`config.mk`:
```
export PLATFORM = sky130hd
export DESIGN_NAME = cdb_arbiter
export DESIGN_NICKNAME = d
export VERILOG_FILES = /design/src/rtl/rv32i_types.sv /design/src/rtl/rr_arbiter.sv /design/src/rtl/cdb_arbiter.sv
export SDC_FILE = /design/constraint.sdc
export NUM_CORES = 1
export LEC_CHECK = 0
export CORE_AREA = 2 2 161 195
export DETAILED_ROUTE_END_ITERATION = 8
export DIE_AREA = 0 0 163 197
export GPL_TIMING_DRIVEN = 0
export PLACE_DENSITY = 0.77
export SYNTH_ARGS = -nofsm -noshare
export SYNTH_HDL_FRONTEND = slang
export SYNTH_HIERARCHICAL = 1
export SYNTH_SLANG_ARGS = --single-unit
```
`constraint.sdc`:
```
create_clock -name clk -period 12.45 [get_ports clk]
set_clock_uncertainty 0.15 [all_clocks]
set_input_delay 3.1125 -clock clk [delete_from_list [all_inputs] [get_ports clk]]
set_output_delay 3.1125 -clock clk [all_outputs]
set_load 0.02 [all_outputs]
```
`src/rtl/rv32i_types.sv`:
```
// rv32i_types: shared result-bus packet type, requester indices and default widths.
package rv32i_types;
    localparam int REQ_ALU = 0;
    localparam int REQ_MUL = 1;
    localparam int REQ_DIV = 2;
    localparam int REQ_CMP = 3;
    localparam int REQ_LD  = 4;
    localparam int N_REQ_DEF = REQ_LD + 1;
    localparam int ROB_IDX_W_DEF = 4;
    localparam int DATA_W_DEF = 32;
    localparam int SRC_W_DEF = $clog2(N_REQ_DEF);
    typedef struct packed {
        logic [ROB_IDX_W_DEF-1:0] dest_rob;
        logic [DATA_W_DEF-1:0]    value;
    } cdb_pkt_t;
endpackage

```
`src/rtl/rr_arbiter.sv`:
```
// rr_arbiter: combinational round-robin pick; search starts at ptr and wraps upward.
module rr_arbiter #(
    parameter int N  = 5,
    parameter int PW = (N > 1) ? $clog2(N) : 1
) (
    input  logic [N-1:0]  req,
    input  logic [PW-1:0] ptr,
    output logic [N-1:0]  grant,
    output logic [PW-1:0] grant_idx,
    output logic          any
);
    int j;
    // Walk offsets from farthest to nearest so the nearest requester overwrites.
    always_comb begin
        grant = '0;
        grant_idx = '0;
        any = |req;
        j = 0;
        for (int k = N - 1; k >= 0; k--) begin
            j = (int'(ptr) + k) % N;
            if (req[j]) begin
                grant = '0;
                grant[j] = 1'b1;
                grant_idx = PW'(j);
            end
        end
    end
endmodule

```
`src/rtl/cdb_arbiter.sv`:
```
// cdb_arbiter: per-FU one-entry holding buffers competing round-robin for a single
// registered common-data-bus broadcast, with flush and a saturating contention counter.
module cdb_arbiter
    import rv32i_types::*;
#(
    parameter int N_REQ     = N_REQ_DEF,
    parameter int ROB_IDX_W = ROB_IDX_W_DEF,
    parameter int DATA_W    = DATA_W_DEF,
    parameter int SRC_W     = $clog2(N_REQ),
    parameter int CNT_W     = 16
) (
    input  logic                        clk,
    input  logic                        rst,
    input  logic                        flush,
    input  logic [N_REQ-1:0]            fu_valid,
    output logic [N_REQ-1:0]            fu_ready,
    input  logic [N_REQ*ROB_IDX_W-1:0]  fu_dest_rob,
    input  logic [N_REQ*DATA_W-1:0]     fu_value,
    output logic                        cdb_valid,
    output logic [ROB_IDX_W-1:0]        cdb_dest_rob,
    output logic [DATA_W-1:0]           cdb_value,
    output logic [SRC_W-1:0]            cdb_src,
    output logic [N_REQ-1:0]            occupancy,
    output logic [CNT_W-1:0]            contention_cnt
);
    typedef struct packed {
        logic [ROB_IDX_W-1:0] dest_rob;
        logic [DATA_W-1:0]    value;
    } pkt_t;

    pkt_t             slot [N_REQ];
    logic [N_REQ-1:0] occ;
    logic [N_REQ-1:0] grant;
    logic [SRC_W-1:0] rr_ptr;
    logic [SRC_W-1:0] grant_idx;
    logic             any;
    logic             take;

    rr_arbiter #(.N(N_REQ), .PW(SRC_W)) u_arb (
        .req       (occ),
        .ptr       (rr_ptr),
        .grant     (grant),
        .grant_idx (grant_idx),
        .any       (any)
    );

    assign take      = any && !flush;
    assign fu_ready  = flush ? '0 : (~occ | grant);
    assign occupancy = occ;

    always_ff @(posedge clk or posedge rst) begin
        if (rst) begin
            occ            <= '0;
            rr_ptr         <= '0;
            cdb_valid      <= 1'b0;
            cdb_dest_rob   <= '0;
            cdb_value      <= '0;
            cdb_src        <= '0;
            contention_cnt <= '0;
            for (int i = 0; i < N_REQ; i++) slot[i] <= '0;
        end else begin
            cdb_valid <= take;
            if ($countones(occ) >= 2 && !flush && contention_cnt != '1)
                contention_cnt <= contention_cnt + 1'b1;
            if (take) begin
                rr_ptr       <= (grant_idx == SRC_W'(N_REQ - 1)) ? '0 : grant_idx + 1'b1;
                cdb_dest_rob <= slot[grant_idx].dest_rob;
                cdb_value    <= slot[grant_idx].value;
                cdb_src      <= grant_idx;
            end
            // fu_ready is low during flush, so a flush only ever empties slots.
            for (int i = 0; i < N_REQ; i++) begin
                if (fu_valid[i] && fu_ready[i]) begin
                    slot[i] <= {fu_dest_rob[i*ROB_IDX_W +: ROB_IDX_W], fu_value[i*DATA_W +: DATA_W]};
                    occ[i]  <= 1'b1;
                end else if (grant[i] || flush) begin
                    occ[i]  <= 1'b0;
                end
            end
        end
    end
endmodule

```
==> impl_results.md <==
* CP Launch Type: flip-flop
* Core Box Area at around 30000 um2
* Number of setup violations in the final report at 0
* Starting Density at 44.3%
* Buffer type at the clock tree root: sky130_fd_sc_hd__clkbuf_16
* DRT Pass-1 Iters at 5
* Async set-or-reset flop fraction in the synthesized netlist at 100%
* Cell Rows at 70
* Capturing instance or port of the critical path: fu_ready[1]
* Leading cell types by count after synthesis: sky130_fd_sc_hd__dfrtp_1, sky130_fd_sc_hd__mux2_2, sky130_fd_sc_hd__nor2_1, sky130_fd_sc_hd__a21oi_1, sky130_fd_sc_hd__nand2_1
* Count of endpoints failing hold in the final timing report at 0
* Dominant cell by count in the synthesized netlist: sky130_fd_sc_hd__dfrtp_1
* Final Non-Filler Cells at ~1900
* Number of input and output port buffers inserted at 253
* Origin of the critical flop-to-flop path: rr_ptr[0]
* Most frequently used flop master after synthesis: sky130_fd_sc_hd__dfrtp_1
* Depth of the worst register-to-register path at 24
* First-pass GRT wire length at between 60 and 70 mm
* Synth area leaders: sky130_fd_sc_hd__dfrtp_1, sky130_fd_sc_hd__mux2_2, sky130_fd_sc_hd__mux4_2
* Count of hold-fix buffers inserted at cts at 0
* Register clock-pin slew on the reported worst setup and hold paths at around 60 ps
* Worst setup path start: rr_ptr[0]
* Pin count of the biggest net entering global routing at 94
* Half-perimeter wire length after detailed placement at approximately 30 mm
* Worst Hold Class: reg2reg
* Y dimension of the die at between 150 and 200 um
* Crit path kind: reg2out
* Cell with the largest stage delay on the worst path: sky130_fd_sc_hd__clkdlybuf4s50_1
* Number of instances in the placed design at ~1800
* WP data arrival at 7250 ps
* Resized Gates After CTS at 0
* End of the worst register-to-register path: slot[54]
* F_max at about 95 MHz
* Tightest slew margin relative to the limit at between 40% and 50%
* Final routed wirelength across all metal layers at about 40 mm
* Final clock period utilization by the worst path at between 80% and 90%
* Critical path, cell by cell: buf_2 -> inv_2 -> clkbuf_1 -> ha_1 -> buf_2 -> inv_1 -> ha_1 -> nand2b_1 -> clkbuf_1 -> ha_1 -> inv_1 -> a31oi_1 -> nor2_1 -> mux2i_1 -> o32ai_1 -> or4_1 -> nor4_1 -> or3_1 -> nor2b_1 -> nor2_1 -> clkdlybuf4s50_1
* Routability Congestion at approximately 1
* Number of buffers inserted during clock tree synthesis at 25
* Synthesis Warnings at 6
* Biggest fanout along the worst timing path at 13
* Clock sink count at between 200 and 250
* Post-route antenna net violation count at 0
* Count of flip-flops with a built-in enable after synthesis at 0
* Synth top area share at between 40% and 50%
* Number of H-tree levels at 1
* Most area-hungry cell type in the Yosys netlist: sky130_fd_sc_hd__dfrtp_1
* Register-to-Register Setup Slack at ~4900 ps
* Largest buffer count on any clock path at 3
* Slew Viols, Final at 0
* Run status: finished clean
* Seq/Total Area, Yosys at between 40% and 50%
* Leftover overflow at the end of global routing at 0
* Vias after detailed routing at about 11000
* Total global-route track usage at ~25%
* Total number of nets in the final design at about 1700
* Number of max-capacitance violations reported at 0
* Least-Margin Pin Slew at 821 ps
* #FFs+latches synth at about 240
* Horizontal die dimension at around 160 um
* Critical Path End Type: output port
* Number of global-route vias before repair at between 10000 and 15000
* P&R area growth vs syn at 29.4%
* Initial antenna violation count at 3
* Syn_area_per_cell at ~12 um2
* WP data required at around 9200 ps
* Buffers inserted during post-CTS setup optimization at 0
* Post-detailed-route wirelength per cell at about 22 um
* Most used cell along the critical path: sky130_fd_sc_hd__ha_1
* Setup repair after global routing missed its margin: no
* Post-route DRC at 0
* Clock tree from TritonCTS: done
* Delay of the slowest critical-path stage at roughly 660 ps
* Library cells used by synthesis at 95
* Netlist area before placement at around 13000 um2
* Share of final-layout standard cells stronger than drive strength 1 at ~24%
* Min Tclk post-route at ~11000 ps
* Worst-skew pair later-pin latency at ~530 ps
* Setup WS pre-CTS at about 2500 ps
* Total nets after synthesis at 1373
* Initial drt markers at a little under 600
* Least setup slack across all paths after layout at around 1900 ps
* Final-layout fill cell count at about 2500
* Die area at 32100 um2
* Detail-routed via count per cell at slightly below 6
* Number of instances in the synthesized netlist at ~1200
* I/O pins at between 200 and 300
routing by layer:
layer / routed length [um] / global-route usage [%] / up-vias
met5: 11 / 0 / -
met4: 1540 / 9.54 / 2
met3: 3230 / 6.44 / 99
met2: 20300 / 44.2 / 415
met1: 15100 / 30.1 / 5343
li1: - / - / 4868
cell type report:
| cell class | instances | area, um2 | share of cell area, % |
|---|---|---|---|
| Antenna cell | 2 | 5.00 | 0.0289 |
| Buffer | 78 | 378 | 2.18 |
| Clock inverter | 15 | 174 | 1.00 |
| Multi-Input combinational cell | 800 | 6790 | 39.2 |
| Timing Repair Buffer | 255 | 2590 | 14.9 |
| Clock buffer | 30 | 674 | 3.89 |
| Tap cell | 396 | 495 | 2.86 |
| Sequential cell | 244 | 6110 | 35.2 |
| Inverter | 32 | 128 | 0.736 |
flip-flops by register name, indices dropped and copies added (netlist names):
name            flops
slot              180
cdb_value          32
contention_cnt     16
occupancy           5
cdb_dest_rob        4
cdb_src             3
rr_ptr              3
cdb_valid           1
kinds of logic after synthesis:
logic type | after synthesis | share of synthesized area, %
simple gates | 266 | 10.1
fa+ha+maj | 31 | 2.95
buf+inv | 110 | 3.72
compound gates | 244 | 13.0
xor+xnor | 20 | 1.42
mux | 239 | 23.2
flops | 244 | 45.6
critical path, delay by kind of cell, from the launching register on:
kind / cells / cell delay, ps
adder cells (fa/ha/maj): 3 / 1100
AO/OA/AOI/OAI: 2 / 330
AND/OR/NAND/NOR: 7 / 1810
buffers and inverters: 8 / 2550
flip-flops: 1 / 550
multiplexers: 1 / 360
cells in the final DEF, fill, tap and decap left out, drive strengths merged, types with 35 or more instances in the layout:
cell,Yosys,final
clkdlybuf4s50,0,253
dfrtp,244,244
mux2,189,189
nor2,86,86
a21oi,66,66
buf,53,55
clkbuf,25,55
nand2,51,51
a22oi,40,40
mux4,38,38
inv,31,35
stage by stage:
stage	hold slack, ps	util (%)	TNS, ps	instance area [um2]
detailed placement	342	54.6	0	16500
CTS	357	57.4	0	17300
global placement	334	54.4	-134640	16400
floorplan	325	-	0	13400
global route	368	57.4	0	17300
finish	352	57.4	0	17300
worst min path at each step:
stage,start,to,slack [ps],cells past startpoint
floorplan,slot[102],slot[102],330,1
global placement,slot[58],slot[58],330,1
detailed placement,slot[75],slot[75],340,1
CTS,slot[75],slot[75],360,1
global route,slot[99],slot[99],370,1
finish,slot[57],slot[57],350,1
Power is not shown: default switching activity piles up to over one toggle a cycle in this logic, so the estimate is an artifact.
